<file path="src/rtl/uc_seq_pkg.sv">
// Shared definitions for the microcode sequencer: op encoding, default widths,
// and the select-width helper used for the condition index port.
package uc_seq_pkg;

    localparam int DEF_ADDR_W      = 12;
    localparam int DEF_STACK_DEPTH = 4;
    localparam int DEF_COND_W      = 8;
    localparam int DEF_CTR_W       = 8;

    typedef enum logic [2:0] {
        OP_NEXT   = 3'd0,
        OP_JUMP   = 3'd1,
        OP_CALL   = 3'd2,
        OP_RETURN = 3'd3,
        OP_MAP    = 3'd4,
        OP_LDCTR  = 3'd5,
        OP_LOOP   = 3'd6,
        OP_HOLD   = 3'd7
    } uc_op_e;

    function automatic int sel_w(input int n);
        return (n > 1) ? $clog2(n) : 1;
    endfunction

endpackage

</file>
<file path="src/rtl/uc_stack.sv">
// LIFO return-address stack; push into a full stack and pop from an empty one are ignored.
// One-cycle update, dout shows the current top entry combinationally.
module uc_stack
    import uc_seq_pkg::*;
#(
    parameter int ADDR_W      = DEF_ADDR_W,
    parameter int STACK_DEPTH = DEF_STACK_DEPTH
) (
    input  logic                             clock,
    input  logic                             reset,
    input  logic                             push,
    input  logic                             pop,
    input  logic [ADDR_W-1:0]                din,
    output logic [ADDR_W-1:0]                dout,
    output logic                             full,
    output logic                             empty,
    output logic [$clog2(STACK_DEPTH+1)-1:0] sp
);

    localparam int SP_W  = $clog2(STACK_DEPTH + 1);
    localparam int IDX_W = $clog2(STACK_DEPTH);
    localparam logic [SP_W-1:0] FULL_LVL = SP_W'(STACK_DEPTH);

    logic [ADDR_W-1:0] mem_q [2**IDX_W];
    logic [SP_W-1:0]   sp_q;
    logic [SP_W-1:0]   sp_d;
    logic [IDX_W-1:0]  rd_idx;

    assign full   = (sp_q == FULL_LVL);
    assign empty  = (sp_q == '0);
    assign sp     = sp_q;
    // Low bits of sp-1 address the top entry for every occupancy 1..STACK_DEPTH.
    assign rd_idx = sp_q[IDX_W-1:0] - IDX_W'(1);
    assign dout   = mem_q[rd_idx];

    always_comb begin
        sp_d = sp_q;
        if (push && !full) begin
            sp_d = sp_q + SP_W'(1);
        end else if (pop && !empty) begin
            sp_d = sp_q - SP_W'(1);
        end
    end

    always_ff @(posedge clock) begin
        if (!reset) begin
            sp_q <= '0;
        end else begin
            sp_q <= sp_d;
        end
    end

    always_ff @(posedge clock) begin
        if (push && !full) begin
            mem_q[sp_q[IDX_W-1:0]] <= din;
        end
    end

endmodule

</file>
<file path="src/rtl/uc_sequencer.sv">
// Microcode address sequencer: registered upc with jump/call/return/map/loop ops.
// Optional sticky stack error flag when UC_SEQ_STACK_CHECK_EN is defined; stall freezes all state.
module uc_sequencer
    import uc_seq_pkg::*;
#(
    parameter int ADDR_W      = DEF_ADDR_W,
    parameter int STACK_DEPTH = DEF_STACK_DEPTH,
    parameter int COND_W      = DEF_COND_W,
    parameter int CTR_W       = DEF_CTR_W
) (
    input  logic                             clock,
    input  logic                             reset,
    input  logic                             stall,
    input  logic [2:0]                       op,
    input  logic [ADDR_W-1:0]                d_in,
    input  logic [ADDR_W-1:0]                map_in,
    input  logic [COND_W-1:0]                cond,
    input  logic [sel_w(COND_W)-1:0]         cond_sel,
    input  logic                             cond_inv,
    output logic [ADDR_W-1:0]                uc_address,
    output logic                             ctr_zero,
    output logic [$clog2(STACK_DEPTH+1)-1:0] sp,
    output logic                             stack_err
);

    localparam int SEL_W = sel_w(COND_W);

    logic [ADDR_W-1:0]    upc_q, upc_d, upc_inc;
    logic [CTR_W-1:0]     ctr_q, ctr_d;
    logic [2**SEL_W-1:0]  cond_ext;
    logic                 taken;
    logic                 stk_push, stk_pop, stk_full, stk_empty;
    logic [ADDR_W-1:0]    stk_top;

    // Zero-extend so out-of-range selects read as 0 without a compare.
    always_comb begin
        cond_ext             = '0;
        cond_ext[COND_W-1:0] = cond;
    end

    assign taken   = cond_ext[cond_sel] ^ cond_inv;
    assign upc_inc = upc_q + ADDR_W'(1);

    assign stk_push = !stall && taken && (op == OP_CALL);
    assign stk_pop  = !stall && taken && (op == OP_RETURN);

    uc_stack #(
        .ADDR_W      (ADDR_W),
        .STACK_DEPTH (STACK_DEPTH)
    ) u_stack (
        .clock (clock),
        .reset (reset),
        .push  (stk_push),
        .pop   (stk_pop),
        .din   (upc_inc),
        .dout  (stk_top),
        .full  (stk_full),
        .empty (stk_empty),
        .sp    (sp)
    );

    always_comb begin
        upc_d = upc_inc;
        ctr_d = ctr_q;
        case (op)
            OP_NEXT:   upc_d = upc_inc;
            OP_JUMP:   upc_d = taken ? d_in : upc_inc;
            OP_CALL:   upc_d = taken ? d_in : upc_inc;
            OP_RETURN: upc_d = (taken && !stk_empty) ? stk_top : upc_inc;
            OP_MAP:    upc_d = map_in;
            OP_LDCTR:  ctr_d = d_in[CTR_W-1:0];
            OP_LOOP: begin
                if (ctr_q != '0) begin
                    ctr_d = ctr_q - CTR_W'(1);
                    upc_d = d_in;
                end
            end
            OP_HOLD:   upc_d = upc_q;
            default:   upc_d = upc_inc;
        endcase
    end

    always_ff @(posedge clock) begin
        if (!reset) begin
            upc_q <= '0;
            ctr_q <= '0;
        end else if (!stall) begin
            upc_q <= upc_d;
            ctr_q <= ctr_d;
        end
    end

    assign uc_address = upc_q;
    assign ctr_zero   = (ctr_q == '0);

`ifdef UC_SEQ_STACK_CHECK_EN
    logic stack_err_q, stack_err_d;
    logic ovf_evt, unf_evt;

    assign ovf_evt     = taken && (op == OP_CALL)   && stk_full;
    assign unf_evt     = taken && (op == OP_RETURN) && stk_empty;
    assign stack_err_d = stack_err_q | ovf_evt | unf_evt;

    always_ff @(posedge clock) begin
        if (!reset) begin
            stack_err_q <= 1'b0;
        end else if (!stall) begin
            stack_err_q <= stack_err_d;
        end
    end

    assign stack_err = stack_err_q;
`else
    assign stack_err = 1'b0;
`endif

endmodule

</file>
<file path="config.mk">
export PLATFORM = sky130hd
export DESIGN_NAME = uc_sequencer
export DESIGN_NICKNAME = d
export VERILOG_FILES = /design/src/rtl/uc_seq_pkg.sv /design/src/rtl/uc_stack.sv /design/src/rtl/uc_sequencer.sv
export SDC_FILE = /design/constraint.sdc
export NUM_CORES = 1
export LEC_CHECK = 0
export CAP_MARGIN = 20
export CORE_MARGIN = 2
export CORE_UTILIZATION = 50
export DETAILED_ROUTE_END_ITERATION = 12
export PLACE_DENSITY = 0.74
export SLEW_MARGIN = 20
export SYNTH_ARGS = -nofsm -noshare
export SYNTH_HDL_FRONTEND = slang
export SYNTH_SLANG_ARGS = --single-unit
</file>
<file path="constraint.sdc">
create_clock -name clock -period 3.6 [get_ports clock]
set_input_delay 0.36 -clock clock [delete_from_list [all_inputs] [get_ports clock]]
set_output_delay 0.36 -clock clock [all_outputs]
set_load 0.01 [all_outputs]
</file>
; ---- Word level (Yosys, flattened, before mapping)
; Memories as Yosys holds them, arrays and structs flattened.
; Index checks and enable logic that the tools add are counted.
; W data, S select, Z words.
[word_totals]
elab_cells = 51
mem_count = 1
in_bits = 42
output_inout_bits = 17
reg_bits = 23
ramBits = 48
[mem_list]
columns = memory, words, word_bits, rd, rd_ports_with_merged_regs, write_ports, line
row1 = u_stack.mem_q, 4, 12, 1, 0, 1, uc_stack.sv:24  ; logic [ADDR_W-1:0] mem_q [2**IDX_W];
[op_classes]
n_eq_ne = 9
mux = 12
n_addsub = 5
magnitude_cmp = 1
n_bitwise = 3
reduce_logical = 17
[op_table]
columns = cell, count
row1 = $pmux W12 S5, 1
row2 = $mux W12, 3
row3 = $pmux W8 S2, 1
row4 = $eq A3 B3 Y1 const B, 5
row5 = $add A12 B1 Y12 const B, 1
row6 = $logic_not A8 Y1, 1
row7 = $mux W8, 1
row8 = $reduce_bool A8 Y1, 1
row9 = $sub A8 B1 Y8 const B, 1
row10 = $eq A3 B2 Y1 const B, 2
row11 = $logic_and A1 B1 Y1, 6
row12 = $mux W3, 2
row13 = $lt A3 B4 Y1 const B, 1
row14 = $reduce_bool A2 Y1, 2
row15 = $add A3 B1 Y3 const B, 1
row16 = $bmux W1 S3, 1
row17 = $eq A3 B1 Y1 const B, 1
row18 = $logic_not A1 Y1, 3
row19 = $logic_not A3 Y1, 1
row20 = $mux W1, 3
row21 = $reduce_and A3 Y1, 1
row22 = $sub A3 B1 Y3 const B, 1
row23 = $ne A2 B2 Y1 const B, 1
row24 = $not A1 Y1, 2
row25 = 4 further kinds, 4

; ---- Logic depth before layout (Yosys ltp)
; Gate-level depths: netlist of the first run.
[logic_depth]
depth_word = 8
depth_mapped = 12
depth_no_buf = 10

; ---- Hierarchy
; Synthesis of the first run repeated with hierarchy kept, for this count alone.
[hier_totals]
cells_unflattened = 422
area_unflattened_um2 = 4360.4
[modules_own_cells]
columns = module, area_each_um2, instances, cells_per_inst, seq_area_each_um2
row1 = uc_sequencer, 2278.4, 1, 322, 400.4
row2 = uc_stack, 2082.0, 1, 100, 1501.4

; ---- Worst setup path after synthesis of the first run
; OpenSTA, ideal clock, no wires.
[synth_path]
path_type = register to register
startpoint = register u_stack.sp_q[0], in the netlist u_stack.sp[0]
endpoint = register upc_q[1], in the netlist uc_address[1]
synth_period_minus_slack_ps = 3061
path_buffers = 3
slack_ps = 539
setup_ps = 123
required_time_ps = 3477
arrival_ps = 2937
path_stages_with_launch = 10
cell_sequence = dfxtp_1 > clkbuf_1 > buf_1 > inv_1 > ha_1 > clkbuf_1 > mux4_2 > mux2_4 > a221oi_1 > nor3_1
[synth_between]
elab_cells_between_ends = 7
classes_between = add/sub: 1 / mux: 2 / reduce/logical: 3 / memory: 1
[synth_lines]
columns = element, line
row1 = from (decl), uc_stack.sv:25  ; logic [SP_W-1:0] sp_q;
row2 = from (signal assigned), uc_stack.sv:49  ; sp_q <= sp_d;
row3 = $sub A2 B1 Y2, uc_stack.sv:33  ; assign rd_idx = sp_q[IDX_W-1:0] - IDX_W'(1);
row4 = net u_stack.rd_idx[0], uc_stack.sv:27  ; logic [IDX_W-1:0] rd_idx;
row5 = $mem_v2 Z4 W12, -
row6 = $mux W12, uc_sequencer.sv:69  ; OP_RETURN: upc_d = (taken && !stk_empty) ? stk_top : upc_inc;
row7 = $pmux W12 S5, uc_sequencer.sv:65  ; case (op)
row8 = to (signal assigned), uc_sequencer.sv:88  ; upc_q <= upc_d;
row9 = to (decl), uc_sequencer.sv:28  ; logic [ADDR_W-1:0] upc_q, upc_d, upc_inc;
; The timed path passes the listed nets, and every way through them passes these cells.
; A chain may end at the register's enable or synchronous reset.

; ---- Worst setup path after layout of the first run
[layout_path]
startpoint = register ctr_q[0]
endpoint = output ctr_zero
[layout_between]
elab_chain_cells = 1
[layout_lines]
columns = element, line
row1 = from (decl), uc_sequencer.sv:29  ; logic [CTR_W-1:0] ctr_q, ctr_d;
row2 = from (signal assigned), uc_sequencer.sv:89  ; ctr_q <= ctr_d;
row3 = $logic_not A8 Y1, uc_sequencer.sv:94  ; assign ctr_zero = (ctr_q == '0);
row4 = to (decl), uc_sequencer.sv:21  ; output logic ctr_zero,
; No other way between the ends.

==> results.py, run 1 <==
metrics = {
    "routing": {
        "wirelength_um": 11300,
        "postRouteAntennaNets": 0,
        "wire_per_inst_um": 20.2,
        "drt_iter0_markers": 286,
        "vias": 3535,
        "vias_per_cell": 6.29,
        "first_pass_iters": 5,
        "drt_drc_violations_left": 0,
    },
    "sta": {
        "fin_crit_sh": 0.880,
        "rsz0062_at_grt": "no",
        "tightest_slew_ns": 0.877,
        "whs_ns": 0.499,
        "max_freq_ghz": 0.316,
        "slew_viol_final": 0,
        "relSlewSlack": 0.413,
        "clock_skew_ns": 0.0140,
        "fin_ws_ns": 0.433,
        "fin_tns_setup_ns": 0,
        "setup_viol": 0,
        "hold_violations": 0,
        "finalCriticalPeriod_ns": 3.17,
    },
    "synthesis": {
        "synth_top_area_share": 0.341,
        "syn-mean-instance-area_um2": 10.6,
        "ys_types": 57,
        "syn-num-nets": 446,
        "ys.flop_type": "edfxtp_1",
        "ys_ff_latch": 71,
        "yosysWarnings": 0,
        "synth_area_leaders": "edfxtp_1 34%, dfxtp_1 11%, mux4_2 6.9%, mux2_2 3.5%, a21oi_1 3.2%",
        "synthCells": 397,
        "syn_area_um2": 4220,
        "ys_seq_area_frac": 0.451,
        "yosysTopAreaCell": "edfxtp_1",
        "synth_edf_count": 48,
        "yosysMostFrequentCell": "edfxtp_1",
        "synth_common_cells": "48 x edfxtp_1, 29 x nand2_1, 27 x a21oi_1",
        "async_flop_share": 0,
    },
    "worst_setup_path": {
        "crit_start": "ctr_q[0]$_SDFFE_PN0P_",
        "crit_fanout": 10,
        "slowest_delay_ns": 0.59,
        "r2r-end": "ctr_q[3]$_SDFFE_PN0P_",
        "rrSetupSlack_ns": 0.80,
        "critPathArrivalTime_ns": 2.81,
        "endpoint": "ctr_zero",
        "crit_type": "flip-flop to output port",
        "r2r_start": "ctr_q[0]$_SDFFE_PN0P_",
        "critical-path-slowest-cell": "clkdlybuf4s50_1",
        "crit_path_start_kind": "flip-flop",
        "r2r_cells": 8,
        "worstPathRequired_ns": 3.24,
        "crit_path_end_kind": "output port",
        "crit_chain": "inv_1, ha_1, nor4b_1, nand2_1, inv_2, clkdlybuf4s50_1",
    },
    "pwr": {
        "p_clk_frac": 0.311,
        "p_leak_nw": 1.80,
        "max-vdd-ir-drop_uv": 277,
        "power.density_nw_per_um2": 385,
        "p_seq_frac": 0.472,
        "power.internal_mw": 1.36,
        "p_total_mw": 1.96,
        "switching_share": 0.306,
        "switchingPower_mw": 0.601,
        "combPwrFrac": 0.218,
    },
    "clocking": {
        "cts_buffers": 9,
        "clock_latency_ns": 0.35,
        "cts_tree": "done",
        "clock_sinks": 71,
        "ctsResizeCount": 0,
        "htree_levels": 3,
        "hold_buffers": 0,
        "clk_path_buf_depth": 2,
        "cts-root-buf": "clkbuf_8",
        "cts.clk_slew.worst_paths_ns": 0.08,
        "postCtsSetupBuffers": 0,
    },
    "cells_and_area": {
        "syn2layout_area_growth_pct": 20.7,
        "design_area_um2": 5100,
        "final_layout_size_suffix_gt1_frac": 0.162,
        "utilization": 0.620,
        "layout.cells.non_filler": 562,
        "n_antenna_cell": 0,
        "nets": 501,
    },
    "global_routing": {
        "grt_pass1_vias": 3282,
        "track_usage": 0.256,
        "grt_max_degree": 25,
        "grt_pass1_wl_um": 17500,
        "antenna_found_initial": 0,
        "grt_overflow": 0,
    },
    "placement": {
        "placed_cell_area_um2": 4910,
        "hpwl_um": 8060,
        "placed_cells": 546,
        "dp_slack_ns": 0.194,
        "gp_congestion": 0.914,
        "portBuffers": 57,
    },
    "floorplanning": {
        "io_pins": 59,
        "fp.dieW_um": 95.9,
        "initial_utilization": 0.514,
        "rows": 33,
        "die_area_um2": 9190,
        "core_area_um2": 8220,
        "die_y_um": 95.9,
    },
    "job": {
        "max_cap_viol_count": 0,
    },
    "hold_path": {
        "min_path_type": "flip-flop to flip-flop",
    },
    "run_status": {
        "outcome": "finished, final reports clean",
    },
}
cells by family (layout without fill, tap and decap cells):
family                   after synthesis  count (layout)  synth area share
AO/OA/AOI/OAI                        108             108             0.172
AND/OR/NAND/NOR                      108             108             0.132
flip-flops                            71              71             0.451
buffers and inverters                 48             108            0.0471
multiplexers                          39              39             0.141
XOR/XNOR                              15              15            0.0356
adder cells (fa/ha/maj)                7               7            0.0207
other                                  1               1          0.000888
power by group through the flow:
stage | sequential (mW) | combinational, mW | clock, mW
floorplan | 0.939 | 0.261 | 0
global placement | 0.941 | 0.409 | 0
detailed placement | 0.942 | 0.419 | 0
CTS | 0.923 | 0.421 | 0.619
global route | 0.927 | 0.458 | 0.656
finish | 0.924 | 0.427 | 0.609
worst max-delay path: cells and delay by family (launching register included):
family,cells,cell delay (ns)
buffers and inverters,3,0.99
and+or+nand+nor,2,0.87
DFF,1,0.35
adders and majority gates,1,0.25
cell usage in the layout (no fill, tap or decap), types with 13 or more instances in the layout:
cell type / netlist / final
clkdlybuf4s50_1: 0 / 57
edfxtp_1: 48 / 48
nand2_1: 29 / 29
a21oi_1: 27 / 27
dfxtp_1: 23 / 23
inv_1: 21 / 21
o21ai_0: 21 / 21
nor2_1: 20 / 20
mux2_2: 13 / 13
mux4_2: 13 / 13
buf_4: 1 / 13
layer usage:
| layer | part of all wire | GRT usage | vias to the layer above |
|---|---|---|---|
| li1 | - | - | 1611 |
| met1 | 0.43 | 0.371 | 1692 |
| met4 | 0.027 | 0.110 | 0 |
| met2 | 0.45 | 0.381 | 203 |
| met3 | 0.089 | 0.0415 | 29 |
| met5 | 0 | 0 | - |
flip-flops by register name, indices dropped and copies added (netlist names):
signal	count
ctr_q	8
u_stack.mem_q	48
u_stack.sp	3
uc_address	12
worst min path at each step:
| stage | cells past startpoint | start | endpoint | slack [ns] |
|---|---|---|---|---|
| 4_1_cts | 2 | ctr_q[4]$_SDFFE_PN0P_ | ctr_q[4]$_SDFFE_PN0P_ | 0.50 |
| 6_report | 2 | ctr_q[4]$_SDFFE_PN0P_ | ctr_q[4]$_SDFFE_PN0P_ | 0.50 |
| 3_3_place_gp | 2 | ctr_q[4]$_SDFFE_PN0P_ | ctr_q[4]$_SDFFE_PN0P_ | 0.48 |
| 5_1_grt | 2 | uc_address[11]$_SDFFE_PN0P_ | uc_address[11]$_SDFFE_PN0P_ | 0.54 |
| 2_1_floorplan | 2 | ctr_q[4]$_SDFFE_PN0P_ | ctr_q[4]$_SDFFE_PN0P_ | 0.46 |
| 3_5_place_dp | 2 | ctr_q[4]$_SDFFE_PN0P_ | ctr_q[4]$_SDFFE_PN0P_ | 0.49 |
layout make-up:
type / instances / area (um^2)
fillers: 661 / 3120
multi-input cells: 278 / 2130
flip-flops and latches: 71 / 1900
repair buffers: 70 / 668
clock inverters: 7 / 62.6
inverters: 22 / 82.6
clock buffers: 9 / 124
well taps: 105 / 131
(Power assumes the default switching activity.)
==> inputs of run 2 (changes only) <==
Settings changed: CAP_MARGIN 20 to not set.
==> results of run 2 <==
No change in the layout: final DEF, timing and power equal those of run 1.
